## src/rtl/seg_display_mux.sv

```systemverilog
// seg_display_mux: multiplexed seven-segment driver for a captured result word.
// Shows the word in hex or unsigned decimal (sequential double-dabble), with
// leading-zero blanking, overflow dashes and a one-deep pending-load buffer.
//
// Engine states:
//   state   | meaning
//   IDLE    | no conversion running; a load is handled immediately
//   CONV    | double-dabble running, one input bit per cycle, busy=1
//   DONE    | shadow already holds the result; busy=0; pending/new load starts here
module seg_display_mux #(
    parameter int NUM_DIGITS  = 4,
    parameter int DATA_W      = 16,
    parameter int REFRESH_DIV = 100000,
    parameter int ACTIVE_LOW  = 1
) (
    input  logic                  clk,
    input  logic                  rst,
    input  logic [DATA_W-1:0]     data_in,
    input  logic                  load,
    input  logic                  mode,
    input  logic                  blank_lz,
    output logic [NUM_DIGITS-1:0] anode,
    output logic [6:0]            seg,
    output logic                  busy,
    output logic                  overflow
);

    // Decimal digits needed for 2^DATA_W-1 (floor(DATA_W*log10(2)) + 1).
    localparam int BCD_MIN = ((DATA_W * 1233) >> 12) + 1;
    localparam int BCD_N   = (BCD_MIN > NUM_DIGITS) ? BCD_MIN : NUM_DIGITS;
    localparam int BCD_W   = 4 * BCD_N;
    localparam int SH_W    = 4 * NUM_DIGITS;
    localparam int HEX_N   = (((DATA_W + 3) / 4) > NUM_DIGITS) ? ((DATA_W + 3) / 4) : NUM_DIGITS;
    localparam int HEX_W   = 4 * HEX_N;
    localparam int CNT_W   = $clog2(DATA_W);
    localparam int REF_W   = (REFRESH_DIV > 1) ? $clog2(REFRESH_DIV) : 1;
    localparam int IDX_W   = (NUM_DIGITS > 1) ? $clog2(NUM_DIGITS) : 1;

    localparam logic                  INV      = (ACTIVE_LOW != 0);
    localparam logic [NUM_DIGITS-1:0] ONE_HOT0 = 1;
    localparam logic [6:0]            SEG_DASH = 7'b0000001;
    localparam logic [6:0]            SEG_ZERO = 7'h7E;

    typedef enum logic [1:0] {
        ST_IDLE = 2'd0,
        ST_CONV = 2'd1,
        ST_DONE = 2'd2
    } eng_state_t;

    eng_state_t          state;
    logic [CNT_W-1:0]    bit_cnt;
    logic [DATA_W-1:0]   sreg;
    logic [BCD_W-1:0]    bcd;
    logic [BCD_W-1:0]    bcd_adj;
    logic [BCD_W:0]      bcd_sh;
    logic [BCD_W-1:0]    bcd_next;
    logic                dec_ovf;

    logic                pend_valid;
    logic [DATA_W-1:0]   pend_data;
    logic                pend_mode;

    logic                start_req;
    logic [DATA_W-1:0]   start_data;
    logic                start_mode;
    logic [HEX_W-1:0]    start_hex;
    logic                hex_ovf;

    logic [SH_W-1:0]     shadow_dig;
    logic                shadow_ovf;

    logic [REF_W-1:0]    refresh_cnt;
    logic [IDX_W-1:0]    digit_idx;

    logic [3:0]            cur_dig;
    logic [IDX_W-1:0]      msd;
    logic                  dark;
    logic [6:0]            seg_pat;
    logic [NUM_DIGITS-1:0] anode_pat;

    function automatic logic [6:0] font7(input logic [3:0] d);
        case (d)
            4'h0:    return 7'h7E;
            4'h1:    return 7'h30;
            4'h2:    return 7'h6D;
            4'h3:    return 7'h79;
            4'h4:    return 7'h33;
            4'h5:    return 7'h5B;
            4'h6:    return 7'h5F;
            4'h7:    return 7'h70;
            4'h8:    return 7'h7F;
            4'h9:    return 7'h7B;
            4'hA:    return 7'h77;
            4'hB:    return 7'h1F;
            4'hC:    return 7'h4E;
            4'hD:    return 7'h3D;
            4'hE:    return 7'h4F;
            default: return 7'h47;
        endcase
    endfunction

    // Pick what starts this cycle: a fresh load in IDLE; in DONE the newest of
    // a simultaneous load or the pending entry.
    always_comb begin
        start_req  = 1'b0;
        start_data = data_in;
        start_mode = mode;
        if (state == ST_IDLE) begin
            start_req = load;
        end else if (state == ST_DONE) begin
            if (load) begin
                start_req = 1'b1;
            end else if (pend_valid) begin
                start_req  = 1'b1;
                start_data = pend_data;
                start_mode = pend_mode;
            end
        end
        start_hex = HEX_W'(start_data);
        hex_ovf   = |(start_hex >> SH_W);
    end

    // One double-dabble step: add 3 to every BCD digit >= 5, then shift in the next bit.
    always_comb begin
        bcd_adj = bcd;
        for (int i = 0; i < BCD_N; i++) begin
            if (bcd[4*i +: 4] >= 4'd5) begin
                bcd_adj[4*i +: 4] = bcd[4*i +: 4] + 4'd3;
            end
        end
        bcd_sh   = {bcd_adj, sreg[DATA_W-1]};
        bcd_next = bcd_sh[BCD_W-1:0];
        dec_ovf  = |(bcd_sh >> SH_W);
    end

    // Conversion engine, pending buffer and shadow register.
    always_ff @(posedge clk) begin
        if (rst) begin
            state      <= ST_IDLE;
            bit_cnt    <= '0;
            sreg       <= '0;
            bcd        <= '0;
            busy       <= 1'b0;
            pend_valid <= 1'b0;
            pend_data  <= '0;
            pend_mode  <= 1'b0;
            shadow_dig <= '0;
            shadow_ovf <= 1'b0;
        end else begin
            case (state)
                ST_CONV: begin
                    sreg <= sreg << 1;
                    bcd  <= bcd_next;
                    if (load) begin
                        pend_valid <= 1'b1;
                        pend_data  <= data_in;
                        pend_mode  <= mode;
                    end
                    if (bit_cnt == '0) begin
                        state      <= ST_DONE;
                        busy       <= 1'b0;
                        shadow_dig <= bcd_next[SH_W-1:0];
                        shadow_ovf <= dec_ovf;
                    end else begin
                        bit_cnt <= bit_cnt - 1'b1;
                    end
                end
                default: begin
                    pend_valid <= 1'b0;
                    if (start_req && start_mode) begin
                        state   <= ST_CONV;
                        busy    <= 1'b1;
                        bit_cnt <= CNT_W'(DATA_W - 1);
                        sreg    <= start_data;
                        bcd     <= '0;
                    end else begin
                        state <= ST_IDLE;
                        busy  <= 1'b0;
                        if (start_req) begin
                            shadow_dig <= start_hex[SH_W-1:0];
                            shadow_ovf <= hex_ovf;
                        end
                    end
                end
            endcase
        end
    end

    assign overflow = shadow_ovf;

    // Refresh timer and digit scan index.
    always_ff @(posedge clk) begin
        if (rst) begin
            refresh_cnt <= '0;
            digit_idx   <= '0;
        end else if (refresh_cnt == REF_W'(REFRESH_DIV - 1)) begin
            refresh_cnt <= '0;
            if (digit_idx == IDX_W'(NUM_DIGITS - 1)) begin
                digit_idx <= '0;
            end else begin
                digit_idx <= digit_idx + 1'b1;
            end
        end else begin
            refresh_cnt <= refresh_cnt + 1'b1;
        end
    end

    // Segment pattern for the scanned digit: dashes on overflow, dark above the MSD when blanking.
    always_comb begin
        cur_dig = shadow_dig[4*digit_idx +: 4];
        msd     = '0;
        for (int i = 0; i < NUM_DIGITS; i++) begin
            if (shadow_dig[4*i +: 4] != 4'd0) begin
                msd = IDX_W'(i);
            end
        end
        dark = blank_lz && (digit_idx > msd);
        if (shadow_ovf) begin
            seg_pat = SEG_DASH;
        end else if (dark) begin
            seg_pat = 7'b0000000;
        end else begin
            seg_pat = font7(cur_dig);
        end
        anode_pat = ONE_HOT0 << digit_idx;
    end

    // Registered display outputs with polarity applied.
    always_ff @(posedge clk) begin
        if (rst) begin
            anode <= ONE_HOT0 ^ {NUM_DIGITS{INV}};
            seg   <= SEG_ZERO ^ {7{INV}};
        end else begin
            anode <= anode_pat ^ {NUM_DIGITS{INV}};
            seg   <= seg_pat ^ {7{INV}};
        end
    end

endmodule

```

## config.mk

```make
export PLATFORM = sky130hd
export DESIGN_NAME = seg_display_mux
export DESIGN_NICKNAME = d
export VERILOG_FILES = /design/src/rtl/seg_display_mux.sv
export SDC_FILE = /design/constraint.sdc
export NUM_CORES = 1
export LEC_CHECK = 0
export BUFFER_PORTS_ARGS = -buffer_cell sky130_fd_sc_hd__buf_4
export CORE_AREA = 2 2 96 98
export DETAILED_ROUTE_END_ITERATION = 12
export DIE_AREA = 0 0 98 100
export PLACE_DENSITY_LB_ADDON = 0.25
export SLEW_MARGIN = 20
export SYNTH_ARGS = -nofsm -noshare
export SYNTH_HDL_FRONTEND = slang
export SYNTH_SLANG_ARGS = --single-unit
```

## constraint.sdc

```tcl
create_clock -name clk -period 2.6 [get_ports clk]
set_input_delay 0 -clock clk [delete_from_list [all_inputs] [get_ports clk]]
set_output_delay 0 -clock clk [all_outputs]
set_load 0.02 [all_outputs]
```

* After elaboration in Yosys (flattened, before gate mapping)
Memories as Yosys holds them, arrays and structs flattened.
Cells that the tools add are included.
** Word-level totals
- Flip-flop bits (word level) :: 108
- Bits in read-only memories :: 112
- Output and inout bits :: 13
- Memories kept :: 1
- Word-level logic and storage cells :: 102
** Operators by class
- Muxes and demuxes :: 44
- Shift-type cells :: 2
- Bitwise gates (word level) :: 3
- $lt $le $gt $ge :: 6
- Eq/ne operators :: 7
- Add/sub/neg operators :: 8
- Reduce and logical (&&, ||, !) cells :: 16
** Memories
- (no name shown) :: depth 16, bits a word 7, rd ports 1, clocked after Yosys merged registers in 0, write ports 0, RTL line 82 : case (d)
** Operators with widths (count)
- 16-bit two-way mux :: 10
- 20-bit two-way mux :: 2
- 4-bit two-way mux :: 8
- 4-bit by 2-bit adder with 4-bit output (second input constant) :: 5
- 4-bit by 3-bit greater-or-equal comparator with 1-bit output (second input constant) :: 5
- 17-bit by 1-bit adder with 17-bit output (second input constant) :: 1
- 17-bit == test (second input constant) :: 1
- 1-bit two-way mux :: 17
- 16-bit by 5-bit variable part select with 4-bit output :: 1
- 7-bit two-way mux :: 2
- 4-bit nonzero test :: 3
- 2-bit two-way mux :: 5
- 7-bit NOT :: 1
- 2-bit OR reduction :: 3
- 5-bit OR reduction :: 1
- 2-bit == test (second input constant) :: 2
- 4-bit logical NOT :: 1
- 2-bit != test (second input constant) :: 2
- 4-bit NOT :: 1
- 2-bit AND reduction :: 2
- 2-bit nonzero test :: 2
- 1-bit by 2-bit left shift with 4-bit output (first input constant) :: 1
- 4-bit by 1-bit subtractor with 4-bit output (second input constant) :: 1
- 3-bit AND reduction :: 1
- other kinds (7) :: 8

* Depth between registers and ports, before layout
- Word-level depth :: 9
- Mapped depth :: 9

* Worst setup path after synthesis
OpenSTA, ideal clock, no wires.
- Path type :: register to register
- Start point :: reg shadow_dig[15]
- End point :: reg seg[6]
- Data required time :: 2.466 ns
- Buffers on the path :: 0
- Stages on the path, launching flop included :: 9
- Arrival :: 1.986 ns
- Library setup time :: 0.134 ns
- Path slack :: 0.481 ns
- Cells stage by stage :: dfxtp_1 -> or4_1 -> nor2_1 -> ha_1 -> nor2b_1 -> o211ai_1 -> and2_0 -> and4b_1 -> a211oi_1
** On the way
- Longest elaborated chain between the ends :: 7
** Ends and longest elaborated chain
- start: declaration :: RTL line 69 : logic [SH_W-1:0] shadow_dig;
- start signal: assignment :: RTL line 162 : shadow_dig <= bcd_next[SH_W-1:0];
- start signal: assignment :: RTL line 180 : shadow_dig <= start_hex[SH_W-1:0];
- branches (longest 4 deep; another with memory 16 x 7 bit)
- 7-bit two-way mux (*) :: RTL line 220 : end else if (dark) begin
- 7-bit two-way mux (*) :: RTL line 218 : if (shadow_ovf) begin
- 7-bit NOT (no line) (*)
- end signal: assignment :: RTL line 232 : seg <= SEG_ZERO ^ {7{INV}};
- end signal: assignment :: RTL line 235 : seg <= seg_pat ^ {7{INV}};
- end: declaration :: RTL line 23 : output logic [6:0] seg,
Every way passes the cells marked *.
A chain may end at the register's enable or synchronous reset.

* Worst setup path in the final report
Ends and elaborated chain as after synthesis.

==> results.toml <==
[outcome]
status = "finished clean"

[timing]
max_slew.worst_pin.slew_ps = 747.6
layout_worst_path_cycle_share = 0.8996
final.min_clock_period_ps = 2339
fin_ws_ps = 261.2
fmax_mhz = 427.6
hold_violations = 0
drv_slew = 0
worst_clock_skew_ps = 11.12
grt_setup_unrepaired = "false"
tns_ps = 0
slew_headroom = 0.5011
finalSetupViolations = 0

[logic_synthesis]
syn_inst = 634
synth_sequential_area_ratio = 0.4145
netlist.area_leader.share = 0.4145
dominantRegCellSynth = "sky130_fd_sc_hd__dfxtp_1"
netlist_top_cells_area = "sky130_fd_sc_hd__dfxtp_1 (41%), sky130_fd_sc_hd__nand2_1 (8.0%), sky130_fd_sc_hd__a21oi_1 (7.2%)"
postSynthRegisterBits = 107
cell_area_synth_mm2 = 0.005167
postSynthNetCount = 679
synth-warning-count = 0
yosysUniqueCellTypes = 52
async_reset_ff_frac = 0
synth_edf_count = 0
synth.avg_cell_area_um2 = 8.151
post-synth-top-area-cell = "sky130_fd_sc_hd__dfxtp_1"

[clock_tree]
clock_sinks = 107
cts.root.buffer_cell = "sky130_fd_sc_hd__clkbuf_8"
insertion_delay_ps = 360
tritoncts.num_buffers = 9
cts.htree.levels = 3
cts.reportedPaths.clkPinSlew_ps = 110
cts_tree = "built"
cts_post_setup_buffers_inserted = 0
number_of_hold_repair_buffers_added_at_the_cts_stage = 18
cts_buffer_depth = 2
post_cts_resized = 0

[worst_setup_path]
setup.worst_path.start_class = "flop"
timing_worst_setup_path_type = "reg -> reg"
worst_path_max_delay_cell = "sky130_fd_sc_hd__or4_1"
worstPathRequired_ps = 2830
critical_path.max_stage_delay_ps = 550
worst_setup_path_end_kind = "flop"
path_cells = "or4_1 -> nor2_1 -> ha_1 -> nor2b_1 -> o211ai_1 -> and2_0 -> and4b_1 -> a211oi_1"
critical_path_arrival_ps = 2570
critPathMaxFanout = 6

[detailed_routing]
post_drt_via_cell_ratio = 5.709
vias = 4487
routed_wire_length_per_instance_um = 14.45
route.detailed.drc = 0
antenna_violating_nets_post_route = 0
dr.first_iter.drc_count = 238
totalWireLength_mm = 11.36
drt_first_pass_iters = 4

[finish]
layout-drive-gt1-share = 0.1052
finish.utilization = 0.6601
layout.nets = 715
layout_commonest_cell = "sky130_fd_sc_hd__nand2_1"
area_growth_pct = 13.56
layout.cells.most_common_list = "sky130_fd_sc_hd__nand2_1 (110), sky130_fd_sc_hd__dfxtp_1 (107), sky130_fd_sc_hd__a21oi_1 (74), sky130_fd_sc_hd__nor2_1 (67), sky130_fd_sc_hd__buf_4 (40)"
fin_cells = 786
diodes = 0

[global_routing]
grt_first_pass_wirelength_mm = 19.40
leftover_overflow_at_the_end_of_global_routing = 0
grt_start_max_net_pins = 51
first_global_vias = 4201
antenna_found_initial = 0
track_usage = 0.2357

[run]
drv.max_cap_violation_count = 0

[floorplanning]
initial_core_util = 0.5813
dieWidth_um = 98
design.portCount = 34
die-area_mm2 = 0.009800
design.core.area_mm2 = 0.008890
rows = 35
floorplan.die.height_um = 100

[power]
p_leak_uw = 0.002183
vdd.ir_drop.worst_uv = 336.5
netSwitchingPower_uw = 959.8
p_int_uw = 2307
cell_area_power_density_mw_per_mm2 = 556.7
sequential_cell_fraction_of_total_power = 0.543
power.combinational.fraction = 0.163
design_power_total_uw = 3267
power_frac_clock = 0.294
switching_share = 0.2938

[placement]
dp_cells = 752
place.port_buffers = 33
dpl_ws_ps = 287.0
place_congestion = 0.8713
dp_hpwl_mm = 7.832

[worst_hold_path]
type_of_the_most_critical_hold_path = "in -> reg"
-- critical path: cells and delay by family (launching register included) --
| family | cells | cell delay [ps] |
|---|---|---|
| DFF | 1 | 340 |
| and+or+nand+nor | 5 | 1380 |
| adders and majority gates | 1 | 240 |
| AOI/OAI and AO/OA | 2 | 260 |
-- per-layer routing --
| layer | GRT usage | vias up | routed length, um | share of wire |
|---|---|---|---|---|
| li1 | - | 2260 | - | - |
| met1 | 0.3076 | 2135 | 5151 | 0.45 |
| met2 | 0.4157 | 76 | 5741 | 0.51 |
| met3 | 0.02368 | 16 | 309 | 0.027 |
| met4 | 0.07051 | 0 | 156 | 0.014 |
| met5 | 0 | - | 0 | 0 |
-- flip-flops by register name (all words and copies together), names as in the netlist --
register and cells:
seg 7, shadow_dig 16, anode 4, sreg 16, pend_data 16, digit_idx 2, refresh_cnt 17, pend_mode 1
bcd 20, overflow 1, pend_valid 1, state 2, bit_cnt 4
-- synth_stat cells, types with 3 or more instances --
master,count
sky130_fd_sc_hd__xnor2_1,12
sky130_fd_sc_hd__a21o_1,3
sky130_fd_sc_hd__nand3_1,13
sky130_fd_sc_hd__nor3_1,25
sky130_fd_sc_hd__nand2_1,110
sky130_fd_sc_hd__a211oi_1,12
sky130_fd_sc_hd__xor2_1,11
sky130_fd_sc_hd__ha_1,24
sky130_fd_sc_hd__buf_1,3
sky130_fd_sc_hd__a21oi_1,74
sky130_fd_sc_hd__inv_1,21
sky130_fd_sc_hd__a22oi_1,24
sky130_fd_sc_hd__or4_1,3
sky130_fd_sc_hd__a31oi_1,5
sky130_fd_sc_hd__nor3b_1,3
sky130_fd_sc_hd__o211ai_1,3
sky130_fd_sc_hd__nor2_1,68
sky130_fd_sc_hd__nor4_1,4
sky130_fd_sc_hd__mux4_2,4
sky130_fd_sc_hd__o2bb2ai_1,4
sky130_fd_sc_hd__nor2b_1,8
sky130_fd_sc_hd__clkbuf_1,28
sky130_fd_sc_hd__nor4bb_1,3
sky130_fd_sc_hd__nand2b_1,11
sky130_fd_sc_hd__o21ai_0,7
sky130_fd_sc_hd__dfxtp_1,107
sky130_fd_sc_hd__mux2i_1,10
-- metrics by stage --
| stage | area [um2] | hold WS [ps] |
|---|---|---|
| finish | 5868 | 49.84 |
| global route | 5868 | 73.44 |
| CTS | 5868 | 46.97 |
| detailed placement | 5503 | 267.2 |
| global placement | 5503 | 258.1 |
| floorplan | 5167 | 136.0 |
-- worst paths after layout --
| check | from | end | slack, ps | cells past startpoint |
|---|---|---|---|---|
| max | shadow_dig[15] | seg[6] | 260 | 8 |
| min | rst | digit_idx[1] | 50 | 2 |
| max reg2reg | shadow_dig[15] | seg[6] | 260 | 8 |
| min reg2reg | pend_data[9] | pend_data[9] | 460 | 2 |
-- cell families (layout without fill, tap and decap cells) --
group,after synthesis,in the layout,synth area share
AO/OA/AOI/OAI,144,144,0.1712
XOR/XNOR,23,23,0.03898
adder cells (fa/ha/maj),24,24,0.05811
buffers and inverters,55,96,0.04116
flip-flops,107,107,0.4145
multiplexers,16,16,0.04116
AND/OR/NAND/NOR,265,265,0.2349
-- power groups by stage --
stage / Clock [uW] / Sequential [uW] / Combinational [uW]
after detailed placement: 0 / 1810 / 508
after CTS: 986 / 1770 / 532
after global routing: 1050 / 1780 / 589
final: 960 / 1770 / 533
after global placement: 0 / 1810 / 498
after floorplan: 0 / 1820 / 333
-- layout make-up --
cell class                 count  area, um2
multi-input combinational    472       2823
fill                         760       3022
clock inverter                 7      61.31
sequential                   107       2142
clock buffer                   9      123.9
inverter                      21      78.83
tap                          111      138.9
timing repair buffer          59      500.5
Power figures use the tool's default switching activity.
